--- src/rtl/spi_slave_param_if.sv ---
// spi_slave_param_if
// Bundles the SPI pins and the on-chip TX/RX word handshake of spi_slave_param.
//   slave  modport : used by spi_slave_param (SPI pins and tx_* in; miso/oe/rx_*/status out)
//   master modport : used by whatever drives the SPI pins and supplies TX words
// DATA_W must match the DATA_W of the attached spi_slave_param.
interface spi_slave_param_if #(
    parameter int DATA_W = 16
) ();
    logic [1:0]        mode;
    logic              spi_sclk;
    logic              spi_cs_n;
    logic              spi_mosi;
    logic              spi_miso;
    logic              spi_miso_oe;
    logic [DATA_W-1:0] tx_data;
    logic              tx_valid;
    logic              tx_ready;
    logic [DATA_W-1:0] rx_data;
    logic              rx_valid;
    logic              tx_underrun;
    logic              busy;
    logic              frame_err;

    modport slave (
        input  mode, spi_sclk, spi_cs_n, spi_mosi, tx_data, tx_valid,
        output spi_miso, spi_miso_oe, tx_ready, rx_data, rx_valid,
               tx_underrun, busy, frame_err
    );

    modport master (
        output mode, spi_sclk, spi_cs_n, spi_mosi, tx_data, tx_valid,
        input  spi_miso, spi_miso_oe, tx_ready, rx_data, rx_valid,
               tx_underrun, busy, frame_err
    );
endinterface

--- src/rtl/spi_slave_param.sv ---
// spi_slave_param
// Oversampled SPI slave with configurable word width, run-time SPI mode,
// selectable bit order, back-to-back words per frame and a one-entry TX
// holding register with a valid/ready handshake.
// Ports:
//   clk_in : system clock (at least 8x SCLK)
//   rst    : asynchronous active-low reset
//   bus    : spi_slave_param_if.slave (SPI pins, TX/RX word handshake, status)
// Parameters: DATA_W (4..32), SYNC_STAGES (2..4), MSB_FIRST (1 = MSB first).
// Optional feature: define SPI_SLAVE_FRAME_CHECK_EN to pulse frame_err when
// chip select rises in the middle of a word; otherwise frame_err is tied to 0.
module spi_slave_param #(
    parameter int DATA_W      = 16,
    parameter int SYNC_STAGES = 2,
    parameter bit MSB_FIRST   = 1'b1
) (
    input logic             clk_in,
    input logic             rst,
    spi_slave_param_if.slave bus
);
    localparam int CNT_W = $clog2(DATA_W + 1);

    typedef enum logic {IDLE, ACTIVE} state_t;

    logic [SYNC_STAGES-1:0] sclk_sync_q, cs_sync_q, mosi_sync_q;
    logic sclk_prev_q, cs_prev_q, mosi_q;
    logic sclk_rise_q, sclk_fall_q, cs_fall_q, cs_rise_q;

    state_t            state_q, state_d;
    logic [1:0]        mode_q, mode_d;
    logic [CNT_W-1:0]  bit_cnt_q, bit_cnt_d, cnt_next;
    logic [DATA_W-1:0] rx_shift_q, rx_shift_d;
    logic [DATA_W-1:0] tx_shift_q, tx_shift_d;
    logic [DATA_W-1:0] rx_data_q, rx_data_d;
    logic              rx_valid_q, rx_valid_d;
    logic              underrun_q, underrun_d;
    logic [DATA_W-1:0] hold_q, hold_d;
    logic              hold_full_q, hold_full_d;
    logic              sample_edge, load;
`ifdef SPI_SLAVE_FRAME_CHECK_EN
    logic              frame_err_q, frame_err_d;
`endif

    // The CS chain resets to "low" so that a chip select already asserted when
    // reset is released never looks like a fresh falling edge. The extra MOSI
    // flop keeps the data aligned with the registered SCLK strobes.
    always_ff @(posedge clk_in or negedge rst) begin
        if (!rst) begin
            sclk_sync_q <= '0;
            cs_sync_q   <= '0;
            mosi_sync_q <= '0;
            sclk_prev_q <= 1'b0;
            cs_prev_q   <= 1'b0;
            mosi_q      <= 1'b0;
            sclk_rise_q <= 1'b0;
            sclk_fall_q <= 1'b0;
            cs_fall_q   <= 1'b0;
            cs_rise_q   <= 1'b0;
        end else begin
            sclk_sync_q <= {sclk_sync_q[SYNC_STAGES-2:0], bus.spi_sclk};
            cs_sync_q   <= {cs_sync_q[SYNC_STAGES-2:0], bus.spi_cs_n};
            mosi_sync_q <= {mosi_sync_q[SYNC_STAGES-2:0], bus.spi_mosi};
            sclk_prev_q <= sclk_sync_q[SYNC_STAGES-1];
            cs_prev_q   <= cs_sync_q[SYNC_STAGES-1];
            mosi_q      <= mosi_sync_q[SYNC_STAGES-1];
            sclk_rise_q <= sclk_sync_q[SYNC_STAGES-1] & ~sclk_prev_q;
            sclk_fall_q <= ~sclk_sync_q[SYNC_STAGES-1] & sclk_prev_q;
            cs_fall_q   <= ~cs_sync_q[SYNC_STAGES-1] & cs_prev_q;
            cs_rise_q   <= cs_sync_q[SYNC_STAGES-1] & ~cs_prev_q;
        end
    end

    // Modes 0 and 3 sample on the rising SCLK edge, modes 1 and 2 on the falling one.
    assign sample_edge = (mode_q[1] == mode_q[0]) ? sclk_rise_q : sclk_fall_q;
    assign cnt_next    = bit_cnt_q + CNT_W'(1);

    always_comb begin
        state_d     = state_q;
        mode_d      = mode_q;
        bit_cnt_d   = bit_cnt_q;
        rx_shift_d  = rx_shift_q;
        tx_shift_d  = tx_shift_q;
        rx_data_d   = rx_data_q;
        rx_valid_d  = 1'b0;
        underrun_d  = 1'b0;
        hold_d      = hold_q;
        hold_full_d = hold_full_q;
        load        = 1'b0;
`ifdef SPI_SLAVE_FRAME_CHECK_EN
        frame_err_d = 1'b0;
`endif

        if (state_q == IDLE) begin
            if (cs_fall_q) begin
                state_d   = ACTIVE;
                mode_d    = bus.mode;
                bit_cnt_d = '0;
                load      = 1'b1;
            end
        end else begin
            if (cs_rise_q) begin
                state_d    = IDLE;
                bit_cnt_d  = '0;
                rx_shift_d = '0;
`ifdef SPI_SLAVE_FRAME_CHECK_EN
                frame_err_d = (bit_cnt_q != '0);
`endif
            end else if (sample_edge) begin
                if (MSB_FIRST) begin
                    rx_shift_d = {rx_shift_q[DATA_W-2:0], mosi_q};
                    tx_shift_d = {tx_shift_q[DATA_W-2:0], 1'b0};
                end else begin
                    rx_shift_d = {mosi_q, rx_shift_q[DATA_W-1:1]};
                    tx_shift_d = {1'b0, tx_shift_q[DATA_W-1:1]};
                end
                if (cnt_next == CNT_W'(DATA_W)) begin
                    rx_data_d  = rx_shift_d;
                    rx_valid_d = 1'b1;
                    bit_cnt_d  = '0;
                    load       = 1'b1;
                end else begin
                    bit_cnt_d = cnt_next;
                end
            end
        end

        // A word load drains the holding register first, then bypasses a word
        // offered this very cycle, and only then falls back to an underrun.
        // Outside a load, an offered word lands in the holding register when empty.
        if (load) begin
            if (hold_full_q) begin
                tx_shift_d  = hold_q;
                hold_full_d = 1'b0;
            end else if (bus.tx_valid) begin
                tx_shift_d = bus.tx_data;
            end else begin
                tx_shift_d = '0;
                underrun_d = 1'b1;
            end
        end else if (bus.tx_valid && !hold_full_q) begin
            hold_d      = bus.tx_data;
            hold_full_d = 1'b1;
        end
    end

    always_ff @(posedge clk_in or negedge rst) begin
        if (!rst) begin
            state_q     <= IDLE;
            mode_q      <= 2'b00;
            bit_cnt_q   <= '0;
            rx_shift_q  <= '0;
            tx_shift_q  <= '0;
            rx_data_q   <= '0;
            rx_valid_q  <= 1'b0;
            underrun_q  <= 1'b0;
            hold_q      <= '0;
            hold_full_q <= 1'b0;
`ifdef SPI_SLAVE_FRAME_CHECK_EN
            frame_err_q <= 1'b0;
`endif
        end else begin
            state_q     <= state_d;
            mode_q      <= mode_d;
            bit_cnt_q   <= bit_cnt_d;
            rx_shift_q  <= rx_shift_d;
            tx_shift_q  <= tx_shift_d;
            rx_data_q   <= rx_data_d;
            rx_valid_q  <= rx_valid_d;
            underrun_q  <= underrun_d;
            hold_q      <= hold_d;
            hold_full_q <= hold_full_d;
`ifdef SPI_SLAVE_FRAME_CHECK_EN
            frame_err_q <= frame_err_d;
`endif
        end
    end

    // MISO always shows the outgoing end of the shift register, so the first
    // bit of a word is already present right after its load (needed for CPHA=0).
    assign bus.spi_miso    = MSB_FIRST ? tx_shift_q[DATA_W-1] : tx_shift_q[0];
    assign bus.spi_miso_oe = (state_q == ACTIVE);
    assign bus.busy        = (state_q == ACTIVE);
    assign bus.tx_ready    = ~hold_full_q;
    assign bus.rx_data     = rx_data_q;
    assign bus.rx_valid    = rx_valid_q;
    assign bus.tx_underrun = underrun_q;
`ifdef SPI_SLAVE_FRAME_CHECK_EN
    assign bus.frame_err   = frame_err_q;
`else
    assign bus.frame_err   = 1'b0;
`endif
endmodule

--- src/flat_wrapper.sv ---
// flat-port wrapper written by rule: the top's interface ports become plain ports
module spi_slave_param_flat 
#(
    parameter int DATA_W      = 16,
    parameter int SYNC_STAGES = 2,
    parameter bit MSB_FIRST   = 1'b1
)
  (clk_in, rst, bus_mode, bus_spi_sclk, bus_spi_cs_n, bus_spi_mosi, bus_tx_data, bus_tx_valid, bus_spi_miso, bus_spi_miso_oe, bus_tx_ready, bus_rx_data, bus_rx_valid, bus_tx_underrun, bus_busy, bus_frame_err);
  spi_slave_param_if #(.DATA_W(DATA_W)) bus_i ();
  input logic clk_in;
  input logic rst;
  input wire logic [$bits(bus_i.mode)-1:0] bus_mode;
  input wire logic [$bits(bus_i.spi_sclk)-1:0] bus_spi_sclk;
  input wire logic [$bits(bus_i.spi_cs_n)-1:0] bus_spi_cs_n;
  input wire logic [$bits(bus_i.spi_mosi)-1:0] bus_spi_mosi;
  input wire logic [$bits(bus_i.tx_data)-1:0] bus_tx_data;
  input wire logic [$bits(bus_i.tx_valid)-1:0] bus_tx_valid;
  output wire logic [$bits(bus_i.spi_miso)-1:0] bus_spi_miso;
  output wire logic [$bits(bus_i.spi_miso_oe)-1:0] bus_spi_miso_oe;
  output wire logic [$bits(bus_i.tx_ready)-1:0] bus_tx_ready;
  output wire logic [$bits(bus_i.rx_data)-1:0] bus_rx_data;
  output wire logic [$bits(bus_i.rx_valid)-1:0] bus_rx_valid;
  output wire logic [$bits(bus_i.tx_underrun)-1:0] bus_tx_underrun;
  output wire logic [$bits(bus_i.busy)-1:0] bus_busy;
  output wire logic [$bits(bus_i.frame_err)-1:0] bus_frame_err;
  assign bus_i.mode = bus_mode;
  assign bus_i.spi_sclk = bus_spi_sclk;
  assign bus_i.spi_cs_n = bus_spi_cs_n;
  assign bus_i.spi_mosi = bus_spi_mosi;
  assign bus_i.tx_data = bus_tx_data;
  assign bus_i.tx_valid = bus_tx_valid;
  assign bus_spi_miso = bus_i.spi_miso;
  assign bus_spi_miso_oe = bus_i.spi_miso_oe;
  assign bus_tx_ready = bus_i.tx_ready;
  assign bus_rx_data = bus_i.rx_data;
  assign bus_rx_valid = bus_i.rx_valid;
  assign bus_tx_underrun = bus_i.tx_underrun;
  assign bus_busy = bus_i.busy;
  assign bus_frame_err = bus_i.frame_err;
  spi_slave_param #(.DATA_W(DATA_W), .SYNC_STAGES(SYNC_STAGES), .MSB_FIRST(MSB_FIRST)) u_core (.clk_in(clk_in), .rst(rst), .bus(bus_i));
endmodule
--- config.mk ---
export PLATFORM = sky130hd
export DESIGN_NAME = spi_slave_param_flat
export DESIGN_NICKNAME = d
export VERILOG_FILES = /design/src/rtl/spi_slave_param_if.sv /design/src/rtl/spi_slave_param.sv /design/src/flat_wrapper.sv
export SDC_FILE = /design/constraint.sdc
export NUM_CORES = 1
export LEC_CHECK = 0
export ABC_CLOCK_PERIOD_IN_PS = 1800
export BUFFER_PORTS_ARGS = -buffer_cell sky130_fd_sc_hd__clkbuf_2
export CAP_MARGIN = 20
export CORE_MARGIN = 4
export CORE_UTILIZATION = 51
export DETAILED_ROUTE_END_ITERATION = 8
export HOLD_SLACK_MARGIN = 0.06
export PLACE_DENSITY = 0.75
export SYNTH_ARGS = -nofsm -noshare
export SYNTH_HDL_FRONTEND = slang
export SYNTH_SLANG_ARGS = --single-unit
--- constraint.sdc ---
create_clock -name clk_in -period 1.8 [get_ports clk_in]
set_input_delay 0.09 -clock clk_in [delete_from_list [all_inputs] [get_ports clk_in]]
set_output_delay 0.09 -clock clk_in [all_outputs]
set_load 0.005 [all_outputs]
==> impl_metrics.yaml <==
power_and_ir_drop:
  finalPower_mw: 5.168
  comb_power_share_pct: 22.8
  net-switching-power_mw: 1.454
  pwr-share-seq_pct: 49.7
  p_clk_share_pct: 27.5
  irDropWorstVdd_mv: 0.7597
  p_sw_share_pct: 28.13
  internal_power_mw: 3.715
  p_leak_nw: 2.178
  power_density_mw_per_mm2: 1121
clock_tree:
  clk_path_buf_depth: 2
  clock-sinks: 87
  cts_buffers: 9
  clock_latency_ns: 0.36
  htree_levels: 3
  cts_tree: "done"
  cts.clk_slew.worst_paths_ns: 0.09
  cts_root_buf: "clkbuf_8"
yosys:
  yosys_register_bits: 87
  yosysTopAreaCell: "dfrtp_1"
  avgSynthCellArea_um2: 13.41
  async_flop_share_pct: 100.0
  synth_edf_count: 0
  synth_top_area_share_pct: 60.33
  synth_cell_types: 34
  synth-main-ff-cell: "dfrtp_1"
  syn_inst: 269
  syn_nets: 294
  yosys_warnings: 0
  synth_area_mm2: 0.003608
  ys_seq_area_share_pct: 60.33
  synthTopCellsByArea: "dfrtp_1 60%, mux2_2 8.4%, mux2_4 4.2%"
critical_path:
  max_stage_delay_ns: 0.45
  r2r_start: "u_core.bit_cnt_q[3]"
  cp-end-kind: "flip-flop"
  worstPathCellList: "nand2b_4 > mux2_4 > o31a_1 > buf_12 > mux2_4"
  start_kind: "flip-flop"
  criticalPathCategory: "reg -> reg"
  r2r_setup_slack_ns: -0.01
  ff2ff_path_depth: 5
  crit_fanout: 16
  arrival_ns: 2.06
  crit_required_ns: 2.04
  regToRegEndpoint: "u_core.hold_q[0]"
  critPathSlowestCell: "dfrtp_2"
  path_common_cell: "mux2_4"
  crit_family: "multiplexers"
  crit_buf_inv: 1
global_routing:
  grt_first_pass_wirelength_mm: 12.33
  grt_pass1_vias: 2626
  overflow: 0
  grt_max_degree: 55
  antenna_found_initial: 0
  grt.total_usage_pct: 18.20
place:
  io_buffers: 45
  dp_hpwl_mm: 4.477
  gp_congestion: 0.8293
sta:
  fmax_mhz: 551.1
  rsz0062_at_grt: "true"
  setup_ws_ns: -0.01445
  fin_worst_skew_ns: 0.01156
  timing.hold.ws_ns: 0.2125
  slew_violations: 0
  post-route-min-period_ns: 1.814
  final-setup-viol-count: 10
  hold_viol: 0
  finalCritPeriodShare_pct: 100.8
routing:
  drt_wl_total_mm: 7.136
  vias: 2482
  drt-vias-per-instance: 5.467
  drtPass1Iterations: 4
  wl_per_cell_um: 15.72
  ant_nets: 0
  drtIter0Drc: 166
  remaining_drc_errors: 0
flow_run:
  cap_violations: 0
finish:
  drive_above_1_share_pct: 37.43
  final_common_cell: "dfrtp_1"
  final_net_count: 378
  final_util_pct: 67.47
  syn_to_final_growth_pct: 27.74
  mostFrequentLayoutCells: "85 x dfrtp_1, 44 x clkbuf_2, 23 x dlygate4sd3_1, 21 x mux2_4"
  n_fill_cell: 517
  diodes: 0
floorplanning:
  coreArea_mm2: 0.006832
  die_w_um: 92.12
  fp-row-count: 30
  die_y_um: 92.12
  io_pins: 47
  die_area_mm2: 0.008485
  initial_utilization_pct: 52.82
run_status:
  outcome: "finished, violations left"
  violations: "setup timing"
worst_hold_path:
  hold_path.class: "in -> async"
[worst max-delay path by stage]
stage	startpoint	endpoint	slack [ns]	depth (start not counted)
after floorplan	u_core.mode_q[1]	u_core.hold_q[0]	-0.12	6
after global placement	u_core.bit_cnt_q[4]	u_core.hold_q[9]	0.04	5
after detailed placement	u_core.bit_cnt_q[4]	u_core.hold_q[7]	-0.02	5
after CTS	u_core.bit_cnt_q[4]	u_core.hold_q[7]	-0.008	5
after global routing	u_core.bit_cnt_q[3]	u_core.bus.rx_data[7]	-0.06	5
final	u_core.bit_cnt_q[3]	u_core.hold_q[0]	-0.01	5
[kinds of logic after synthesis]
family	count (synthesis)	synth area share [%]
and+or+nand+nor	57	8.114
buffers and inverters	21	3.051
xor gates and xnor gates	1	0.7629
adders and majority gates	1	0.3467
muxes	40	13.77
other	1	0.1039
DFF	87	60.33
AOI/OAI and AO/OA	61	13.52
[stage by stage]
step / instance area (um2) / instances / worst slack (ns) / setup TNS (ns)
final: 4609 / 454 / -0.01445 / -0.1041
after global routing: 4609 / 454 / -0.05905 / -1.389
after CTS: 4527 / 453 / -0.008360 / -0.03221
after detailed placement: 4061 / 412 / -0.02006 / -0.1404
after global placement: 4061 / 412 / 0.03765 / 0
after floorplan: 3622 / 269 / -0.1230 / -1.739
[worst register-to-register path: cells and delay by family (launching register included)]
kind	cells	cell delay, ns
and+or+nand+nor	1	0.15
muxes	2	0.60
buffers and inverters	1	0.17
AOI/OAI and AO/OA	1	0.34
DFF	1	0.45
[sequential cells by signal, indices dropped and copies added (netlist names), 2 cells and up]
signal and cells:
u_core.bus.rx_data 16, u_core.hold_q 16, u_core.tx_shift_q 16, u_core.rx_shift_q 15
u_core.bit_cnt_q 5, u_core.cs_sync_q 2, u_core.mode_q 2, u_core.mosi_sync_q 2
u_core.sclk_sync_q 2
[cell usage after synthesis (3+ instances only)]
master	instances
buf_2	4
o221ai_1	15
buf_4	3
nor2b_1	6
nor2_1	3
nand3_1	17
nand2_1	20
clkbuf_1	10
a22o_1	16
dfrtp_1	87
a22oi_1	18
mux2_4	10
nand2b_1	4
mux2_2	27
[power by group through the flow]
stage / clock, mW / combinational [mW] / sequential, mW
5_1_grt: 1.54 / 1.31 / 2.62
3_5_place_dp: 0 / 1.12 / 2.59
4_1_cts: 1.45 / 1.17 / 2.56
6_report: 1.42 / 1.18 / 2.57
3_3_place_gp: 0 / 1.08 / 2.57
2_1_floorplan: 0 / 0.806 / 2.54
[area by class of cell]
cell class | count | area [um2] | area share, %
flip-flops and latches | 87 | 2180 | 47.29
multi-input cells | 161 | 1393 | 30.21
repair buffers | 92 | 695.7 | 15.09
clock buffers | 11 | 151.4 | 3.284
well taps | 96 | 120.1 | 2.606
clock inverters | 5 | 62.56 | 1.357
inverters | 2 | 7.507 | 0.1629
[layer usage]
metal | wire [um] | GRT usage (%)
met5 | 0 | 0
met4 | 86 | 6.312
met3 | 274 | 4.676
met2 | 3602 | 28.89
met1 | 3172 | 24.38
[repair_timing]
| item | in CTS | in global routing |
|---|---|---|
| hold buffers | 23 | 0 |
| gates resized for setup | 2 | 22 |
| gates cloned | 0 | 1 |
| setup buffers | 2 | 0 |
| setup endpoints to repair | 17 | 60 |
| endpoints found under the hold margin | 56 | 0 |
No activity file was read; power rests on OpenSTA's default activity.
